===== src/rtl/isa_pkg.sv =====
// Shared ISA definitions for the instruction decoder.
// Holds opcode/funct constants, ALU operation encodings, ctrl bit indices
// (with matching one-hot masks) and a small immediate sign-extension helper.
package isa_pkg;

    localparam logic [5:0] OP_RTYPE = 6'h00;
    localparam logic [5:0] OP_ADDI  = 6'h08;
    localparam logic [5:0] OP_LW    = 6'h23;
    localparam logic [5:0] OP_SW    = 6'h2B;
    localparam logic [5:0] OP_BEQ   = 6'h04;
    localparam logic [5:0] OP_J     = 6'h02;

    localparam logic [5:0] FN_ADD = 6'h20;
    localparam logic [5:0] FN_SUB = 6'h22;
    localparam logic [5:0] FN_AND = 6'h24;
    localparam logic [5:0] FN_OR  = 6'h25;
    localparam logic [5:0] FN_SLT = 6'h2A;

    // ALU_NOP doubles as the "no operation / illegal" encoding.
    typedef enum logic [3:0] {
        ALU_NOP = 4'd0,
        ALU_ADD = 4'd1,
        ALU_SUB = 4'd2,
        ALU_AND = 4'd3,
        ALU_OR  = 4'd4,
        ALU_SLT = 4'd5
    } alu_op_e;

    // ctrl = {reg_wr, mem_rd, mem_wr, alu_src, reg_dst, branch, jump, illegal}
    localparam int CTRL_REG_WR  = 7;
    localparam int CTRL_MEM_RD  = 6;
    localparam int CTRL_MEM_WR  = 5;
    localparam int CTRL_ALU_SRC = 4;
    localparam int CTRL_REG_DST = 3;
    localparam int CTRL_BRANCH  = 2;
    localparam int CTRL_JUMP    = 1;
    localparam int CTRL_ILLEGAL = 0;

    localparam logic [7:0] M_REG_WR  = 8'(1) << CTRL_REG_WR;
    localparam logic [7:0] M_MEM_RD  = 8'(1) << CTRL_MEM_RD;
    localparam logic [7:0] M_MEM_WR  = 8'(1) << CTRL_MEM_WR;
    localparam logic [7:0] M_ALU_SRC = 8'(1) << CTRL_ALU_SRC;
    localparam logic [7:0] M_REG_DST = 8'(1) << CTRL_REG_DST;
    localparam logic [7:0] M_BRANCH  = 8'(1) << CTRL_BRANCH;
    localparam logic [7:0] M_JUMP    = 8'(1) << CTRL_JUMP;
    localparam logic [7:0] M_ILLEGAL = 8'(1) << CTRL_ILLEGAL;

    function automatic logic [31:0] sign_ext16(input logic [15:0] v);
        return {{16{v[15]}}, v};
    endfunction

endpackage


===== src/rtl/reg_file.sv =====
// Register file: two combinational read ports, one synchronous write port.
// Register 0 always reads as zero and ignores writes. Synchronous active-high
// reset clears every entry and drops any write presented in the same cycle.
// Optional feature macro: INSTR_DEC_BYPASS_EN -- when defined, a write that
// targets the address being read is forwarded to the read data in the same
// cycle; otherwise reads return the pre-write contents.
// Ports:
//   clk, reset               clock, synchronous active-high reset
//   ra_addr / ra_data        read port A
//   rb_addr / rb_data        read port B
//   wr_en / wr_addr / wr_data write port
module reg_file #(
    parameter int DATA_W   = 32,
    parameter int RF_DEPTH = 32
) (
    input  logic              clk,
    input  logic              reset,
    input  logic [4:0]        ra_addr,
    output logic [DATA_W-1:0] ra_data,
    input  logic [4:0]        rb_addr,
    output logic [DATA_W-1:0] rb_data,
    input  logic              wr_en,
    input  logic [4:0]        wr_addr,
    input  logic [DATA_W-1:0] wr_data
);

    logic [DATA_W-1:0] regs [RF_DEPTH];

    always_ff @(posedge clk) begin
        if (reset) begin
            for (int i = 0; i < RF_DEPTH; i++) begin
                regs[i] <= '0;
            end
        end else if (wr_en && wr_addr != 5'd0 && int'(wr_addr) < RF_DEPTH) begin
            regs[wr_addr] <= wr_data;
        end
    end

    function automatic logic [DATA_W-1:0] read_port(input logic [4:0] addr);
        logic [DATA_W-1:0] v;
        v = '0;
        if (addr != 5'd0 && int'(addr) < RF_DEPTH) begin
            v = regs[addr];
        end
`ifdef INSTR_DEC_BYPASS_EN
        if (wr_en && wr_addr == addr && addr != 5'd0) begin
            v = wr_data;
        end
`endif
        return v;
    endfunction

    assign ra_data = read_port(ra_addr);
    assign rb_data = read_port(rb_addr);

endmodule


===== src/rtl/instr_dec.sv =====
// Instruction decode stage: ID pipeline register, field/control decode,
// register-file read and load-use hazard detection (one-cycle stall).
// Optional feature macro: INSTR_DEC_BYPASS_EN (write-through bypass in reg_file).
// Ports:
//   clk, reset                      clock, synchronous active-high reset
//   instr, instr_vld                fetched instruction and its valid
//   stall, flush                    hold / bubble the ID register
//   wb_en, wb_addr, wb_data         register-file write port
//   rs_addr, rt_addr, rd_addr       decoded register fields
//   rs_data, rt_data                register-file read data
//   imm_ext                         sign-extended imm16, or zero-extended j target
//   ctrl, alu_op                    control vector and ALU op (zero when not valid)
//   dec_vld                         decoded outputs valid
//   hazard                          load-use stall request to fetch
module instr_dec
    import isa_pkg::*;
#(
    parameter int DATA_W   = 32,
    parameter int RF_DEPTH = 32
) (
    input  logic              clk,
    input  logic              reset,
    input  logic [31:0]       instr,
    input  logic              instr_vld,
    input  logic              stall,
    input  logic              flush,
    input  logic              wb_en,
    input  logic [4:0]        wb_addr,
    input  logic [DATA_W-1:0] wb_data,
    output logic [4:0]        rs_addr,
    output logic [4:0]        rt_addr,
    output logic [4:0]        rd_addr,
    output logic [DATA_W-1:0] rs_data,
    output logic [DATA_W-1:0] rt_data,
    output logic [31:0]       imm_ext,
    output logic [7:0]        ctrl,
    output logic [3:0]        alu_op,
    output logic              dec_vld,
    output logic              hazard
);

    logic [31:0] id_instr;
    logic        id_vld;
    logic        lp_vld;
    logic [4:0]  lp_rt;

    logic [5:0]  opcode;
    logic [5:0]  funct;
    logic [7:0]  ctrl_raw;
    alu_op_e     alu_raw;
    logic        is_lw;
    logic        reads_rt;
    logic        id_hold;

    assign opcode  = id_instr[31:26];
    assign rs_addr = id_instr[25:21];
    assign rt_addr = id_instr[20:16];
    assign rd_addr = id_instr[15:11];
    assign funct   = id_instr[5:0];

    assign imm_ext = (opcode == OP_J) ? {6'b0, id_instr[25:0]} : sign_ext16(id_instr[15:0]);

    always_comb begin
        ctrl_raw = '0;
        alu_raw  = ALU_NOP;
        is_lw    = 1'b0;
        reads_rt = 1'b0;
        case (opcode)
            OP_RTYPE: begin
                case (funct)
                    FN_ADD:  alu_raw = ALU_ADD;
                    FN_SUB:  alu_raw = ALU_SUB;
                    FN_AND:  alu_raw = ALU_AND;
                    FN_OR:   alu_raw = ALU_OR;
                    FN_SLT:  alu_raw = ALU_SLT;
                    default: alu_raw = ALU_NOP;
                endcase
                if (alu_raw != ALU_NOP) begin
                    ctrl_raw = M_REG_WR | M_REG_DST;
                    reads_rt = 1'b1;
                end else begin
                    ctrl_raw = M_ILLEGAL;
                end
            end
            OP_ADDI: begin
                ctrl_raw = M_REG_WR | M_ALU_SRC;
                alu_raw  = ALU_ADD;
            end
            OP_LW: begin
                ctrl_raw = M_REG_WR | M_MEM_RD | M_ALU_SRC;
                alu_raw  = ALU_ADD;
                is_lw    = 1'b1;
            end
            OP_SW: begin
                ctrl_raw = M_MEM_WR | M_ALU_SRC;
                alu_raw  = ALU_ADD;
                reads_rt = 1'b1;
            end
            OP_BEQ: begin
                ctrl_raw = M_BRANCH;
                alu_raw  = ALU_SUB;
                reads_rt = 1'b1;
            end
            OP_J: begin
                ctrl_raw = M_JUMP;
            end
            default: begin
                ctrl_raw = M_ILLEGAL;
            end
        endcase
    end

    // rt only counts as a source for instructions that actually read it;
    // addi/lw use rt as their destination.
    assign hazard  = lp_vld && id_vld && (lp_rt != 5'd0)
                     && ((rs_addr == lp_rt) || (reads_rt && rt_addr == lp_rt));
    assign dec_vld = id_vld && !hazard;
    assign ctrl    = dec_vld ? ctrl_raw : 8'h00;
    assign alu_op  = dec_vld ? alu_raw : ALU_NOP;
    assign id_hold = hazard || stall;

    // load_pending clears on any hold, which bounds a hazard to one cycle.
    always_ff @(posedge clk) begin
        if (reset) begin
            id_instr <= '0;
            id_vld   <= 1'b0;
            lp_vld   <= 1'b0;
            lp_rt    <= '0;
        end else if (flush) begin
            id_instr <= '0;
            id_vld   <= 1'b0;
            lp_vld   <= 1'b0;
            lp_rt    <= '0;
        end else if (id_hold) begin
            lp_vld   <= 1'b0;
            lp_rt    <= '0;
        end else begin
            id_instr <= instr;
            id_vld   <= instr_vld;
            lp_vld   <= is_lw && dec_vld;
            lp_rt    <= rt_addr;
        end
    end

    reg_file #(
        .DATA_W   (DATA_W),
        .RF_DEPTH (RF_DEPTH)
    ) u_reg_file (
        .clk     (clk),
        .reset   (reset),
        .ra_addr (rs_addr),
        .ra_data (rs_data),
        .rb_addr (rt_addr),
        .rb_data (rt_data),
        .wr_en   (wb_en),
        .wr_addr (wb_addr),
        .wr_data (wb_data)
    );

endmodule


===== config.mk =====
export PLATFORM = sky130hd
export DESIGN_NAME = instr_dec
export DESIGN_NICKNAME = d
export VERILOG_FILES = /design/src/rtl/isa_pkg.sv /design/src/rtl/reg_file.sv /design/src/rtl/instr_dec.sv
export SDC_FILE = /design/constraint.sdc
export NUM_CORES = 2
export LEC_CHECK = 0
export ABC_AREA = 1
export BUFFER_PORTS_ARGS = -buffer_cell sky130_fd_sc_hd__buf_2
export CAP_MARGIN = 25
export CORE_AREA = 2 2 379 381
export DETAILED_ROUTE_END_ITERATION = 8
export DIE_AREA = 0 0 381 383
export PLACE_DENSITY = 0.56
export SYNTH_ARGS = -nofsm -noshare
export SYNTH_HDL_FRONTEND = slang
export SYNTH_SLANG_ARGS = --single-unit

===== constraint.sdc =====
create_clock -name clk -period 2.5 [get_ports clk]
set_input_delay 0.5 -clock clk [delete_from_list [all_inputs] [get_ports clk]]
set_output_delay 0.5 -clock clk [all_outputs]
set_load 0.01 [all_outputs]

# == Word-level counts from Yosys, hierarchy flattened ==
# Memories as Yosys holds them, arrays and structs flattened. A register that Yosys moved wholly into a read port is not among the register bits.
# Index checks and enable logic that the tools add are counted.
# word_totals
regBits,39
ramBits,1024
inputBits,75
n_memories,1
# mem_list
memory,depth,width,read_ports,rd_ports_with_merged_regs,wr,line,rtl
u_reg_file.regs,32,32,2,2,32,reg_file.sv:27,logic [DATA_W-1:0] regs [RF_DEPTH];
# classes
eq_ne,12
n_mux,25
n_reduce_logical,21
# ops
operator,n
$mux W32,4
$pmux W8 S6,1
$eq A6 B6 Y1 const B,7
$reduce_or A32 Y1,1
$mux W5,5
$reduce_bool A5 Y1,4
$mux W8,2
$pmux W3 S5,1
$pmux W4 S3,1
$eq A5 B5 Y1,2
$mux W1,8
$mux W4,2
$logic_and A1 B1 Y1,7
$eq A6 B2 Y1 const B,1
$eq A6 B3 Y1 const B,1
$eq A6 B4 Y1 const B,1
$logic_not A6 Y1,1
$reduce_or A3 Y1,2
$reduce_bool A4 Y1,1
$reduce_or A2 Y1,2
$logic_or A1 B1 Y1,2
$pmux W1 S2,1
$logic_not A1 Y1,1

# == Logic depth before layout (Yosys ltp) ==
# logic_depth
word_depth,12
depth_mapped,15
ltp_nobuf,14

# == By module ==
# A second synthesis with hierarchy kept.
# hier_totals
cells_unflattened,7648
hier_area_um2,59024.1
# modules_own_cells
module,n_inst,cells_per_inst,area_each_um2,seq_area_each_um2
reg_file,1,7255,56579.3,30749.5
instr_dec,1,393,2444.8,780.7

# == Worst setup path after synthesis ==
# No wires, ideal clock.
# synth_path
path_type,input to register
startpoint,input port wb_addr[4]
endpoint,"memory u_reg_file.regs[12][0], enable pin"
setup_time_ps,478
arrival_ps,2109
required_time_ps,2022
setup_slack_ps,-87
cell_stages,11
cell_sequence,inv_1 > nand2_1 > nor2_1 > nand2_1 > nand2_1 > inv_1 > nand2_1 > inv_1 > nand2_1 > buf_2 > nand2_1
# synth_rtl
item,line,rtl
start: declaration,instr_dec.sv:28,"input logic [4:0] wb_addr,"
end: declaration,reg_file.sv:27,

==> flow_metrics.env <==
export IMPL_die_h_um=383
export IMPL_cts_path_max_buffers=3
export IMPL_synth_warnings=0
export IMPL_drc=0
export IMPL_post_route_cells_drive_above_1_share=0.223
export IMPL_tns_ns=-54.70
export IMPL_ys_top_cells_by_count="sky130_fd_sc_hd__nor2_1 (2136), sky130_fd_sc_hd__o21ai_0 (1098), sky130_fd_sc_hd__edfxtp_1 (1024), sky130_fd_sc_hd__clkbuf_1 (420), sky130_fd_sc_hd__o221ai_1 (370)"
export IMPL_ctsHtreeMaxLevel=3
export IMPL_cts_made_buffers=121
export IMPL_worst_case_headroom_to_the_max_slew_limit=0.335
export IMPL_grtUsageTotal=0.347
export IMPL_final_antenna_net_count=0
export IMPL_synth_compound_gate_area_share=0.184
export IMPL_initialDrtViolationCount=9998
export IMPL_grt_first_pass_wirelength_um=369000
export IMPL_area_growth_pct=30.7
export IMPL_leakagePower_nw=27.5
export IMPL_critical_path_class="reg2out"
export IMPL_finalMaxSlewViolations=0
export IMPL_worst_clock_skew_ns=0.0244
export IMPL_gp_routability_congestion=0.923
export IMPL_dpl_worst_slack_ns=-0.305
export IMPL_rsz0062_at_grt="yes"
export IMPL_yosys_area_share_simple=0.188
export IMPL_initial_antenna_violation_count=8
export IMPL_netlist_cell_type_count=32
export IMPL_clk_transition_reported_paths_ns=0.06
export IMPL_floorplan_io_pins=200
export IMPL_cts_root_buffer_cell="sky130_fd_sc_hd__clkbuf_16"
export IMPL_synth_top_cells_by_area="sky130_fd_sc_hd__edfxtp_1 (55%), sky130_fd_sc_hd__nor2_1 (14%), sky130_fd_sc_hd__o21ai_0 (9.8%)"
export IMPL_post_place_cells=8344
export IMPL_xor_xnor_share_of_the_synthesized_area=0.00109
export IMPL_highest_clock_frequency_the_design_can_meet_mhz=294
export IMPL_layout_net_count=6838
export IMPL_ys_flop_type="sky130_fd_sc_hd__edfxtp_1"
export IMPL_hpwl_um=153000
export IMPL_finalWorstPathRequiredPeriod_ns=3.41
export IMPL_avgViaCountPerCell=6.42
export IMPL_multiplexer_fraction_of_the_synthesized_cell_area=0
export IMPL_final_instance_count_excl_fill=8775
export IMPL_crit_path_start_kind="register"
export IMPL_row_count=139
export IMPL_syn_avg_cell_area_um2=8.88
export IMPL_tritoncts="yes"
export IMPL_async_flop_share=0
export IMPL_fillerInstances=12700
export IMPL_violations="negative setup slack"
export IMPL_run_status="finished with violations"
export IMPL_grt_max_degree=45
export IMPL_initial_utilization=0.396
export IMPL_grt_remaining_overflow=0
export IMPL_final_hold_viol_count=0
export IMPL_mappedNetlistArea_um2=56300
export IMPL_hold_ws_ns=0.0323
export IMPL_worstPathMaxFanout=8
export IMPL_post_synth_top_area_fraction=0.546
export IMPL_port_buffer_count=198
export IMPL_critical_path_required_time_ns=2.00
export IMPL_largest_family_of_logic_cells_by_synthesized_area="simple AND/OR/NAND/NOR gates"
export IMPL_endpoint_kind="output port"
export IMPL_max_cap_violations=0
export IMPL_clkSinkCount=1073
export IMPL_postRouteWirelength_um=268000
export IMPL_synth_enable_flop_cells=1024
export IMPL_number_of_vias_after_detailed_routing=56400
export IMPL_design_die_area_um2=146000
export IMPL_yosys_register_bits=1073
export IMPL_dr_pass1_iters=8
export IMPL_synth_seq_area_share=0.563
export IMPL_synth_top_cell_by_area="sky130_fd_sc_hd__edfxtp_1"
export IMPL_yosys_area_share_adder=0
export IMPL_p_per_area_nw_per_um2=635
export IMPL_postSynthCellCount=6345
export IMPL_wl_per_cell_um=30.5
export IMPL_vdd_drop_max_uv=733
export IMPL_synth_most_common_cell="sky130_fd_sc_hd__nor2_1"
export IMPL_clock_insertion_delay_worst_skew_ns=0.79
export IMPL_worst_pin_slew_ns=0.997
export IMPL_setup_slack_ns=-0.906
export IMPL_worst_hold_path_type="in2reg"
export IMPL_coreArea_um2=142000
export IMPL_cp_data_arrival_time_ns=2.91
export IMPL_finalSetupViolations=77
export IMPL_die_width_um=381
export IMPL_via_count_of_the_first_global_routing_pass=52400
export IMPL_timing_final_crit_share=1.36
==> layout make-up <==
class	count	area [um^2]	share of cell area
inverters	126	598	0.00812
well taps	1903	2380	0.0323
clock inverters	73	687	0.00933
flip-flops and latches	1073	31800	0.432
diodes	4	10.0	0.000136
multi-input cells	4490	23000	0.313
clock buffers	155	3260	0.0443
repair inverters	9	156	0.00212
repair buffers	942	11700	0.159
==> power by group <==
part	switching, W	internal, W
logic	0.00462	0.00273
registers	0.000584	0.0206
clock network	0.00775	0.0104
total	0.0130	0.0338
==> flip-flops by register name, indices dropped and copies added (netlist names), named ones only <==
register / count
id_vld: 1
lp_rt: 5
id_instr: 32
u_reg_file.regs: 1024
lp_vld: 1
==> logic make-up (layout without fill, tap and decap cells) <==
kind of cell | Yosys count | count (layout)
AO/OA/AOI/OAI | 1762 | 1762
XOR/XNOR | 7 | 7
AND/OR/NAND/NOR | 2687 | 2688
flip-flops | 1073 | 1073
buffers and inverters | 815 | 1305
other | 1 | 37
==> path summary, 6_finish.rpt <==
path                              from                       end  slack [ns]  cells past startpoint
min reg2reg   id_instr[8]$_SDFFE_PP0N_  id_instr[8]$_SDFFE_PP0N_        0.48                      2
min                          instr[20]                  register        0.03                      3
max                           register               rs_data[15]       -0.91                     12
max reg2reg  id_instr[31]$_SDFFE_PP0N_                  register        0.16                     18
==> cell usage in the layout (no fill, tap or decap), drive strengths merged, types with 2 or more instances in the layout <==
cell / instances
nor2: 2137
o21ai: 1112
edfxtp: 1024
buf: 892
o221ai: 370
nand3: 262
nand2: 225
clkbuf: 183
a21oi: 153
inv: 129
o22ai: 90
clkinv: 66
dfxtp: 49
conb: 33
a31oi: 30
and3: 28
nand3b: 19
bufbuf: 13
bufinv: 12
nor3: 10
dlygate4sd3: 9
diode: 4
o211ai: 4
nand4: 4
xnor2: 4
o21a: 3
xor2: 3
nor4: 2
==> routing by layer <==
metal  track usage  part of all wire
met2         0.523              0.43
met4         0.189             0.064
met5             0          0.000041
met1         0.461              0.36
met3        0.0816              0.14
==> timing repair <==
action                                  in CTS  in global routing
hold buffers                                 9                  0
endpoints found under the hold margin       10                  0
endpoints found under the setup margin      93                 97
gates cloned                                54                 31
pin swaps                                  145                177
gates resized for setup                    540                362
setup buffers                               68                 55
==> metrics by stage <==
step           area, um^2  utilization  total power [W]
2_1_floorplan       56500            -           0.0242
3_3_place_gp        63500        0.447           0.0273
3_5_place_dp        63500        0.447           0.0273
4_1_cts             71500        0.503           0.0460
5_1_grt             73600        0.517           0.0477
6_report            73600        0.517           0.0467
==> critical path: stages, from the launching register on <==
cell and delay, ns:
sky130_fd_sc_hd__dfxtp_4 0.38, sky130_fd_sc_hd__buf_6 0.12, sky130_fd_sc_hd__buf_12 0.18, sky130_fd_sc_hd__buf_8 0.14, sky130_fd_sc_hd__buf_16 0.12, sky130_fd_sc_hd__buf_4 0.14, sky130_fd_sc_hd__o21ai_0 0.08, sky130_fd_sc_hd__o221ai_1 0.22
sky130_fd_sc_hd__nand3_1 0.12, sky130_fd_sc_hd__nand3_2 0.16, sky130_fd_sc_hd__nand2_2 0.09, sky130_fd_sc_hd__a21oi_4 0.22, sky130_fd_sc_hd__buf_6 0.14
No activity file was read; power rests on OpenSTA's default activity.
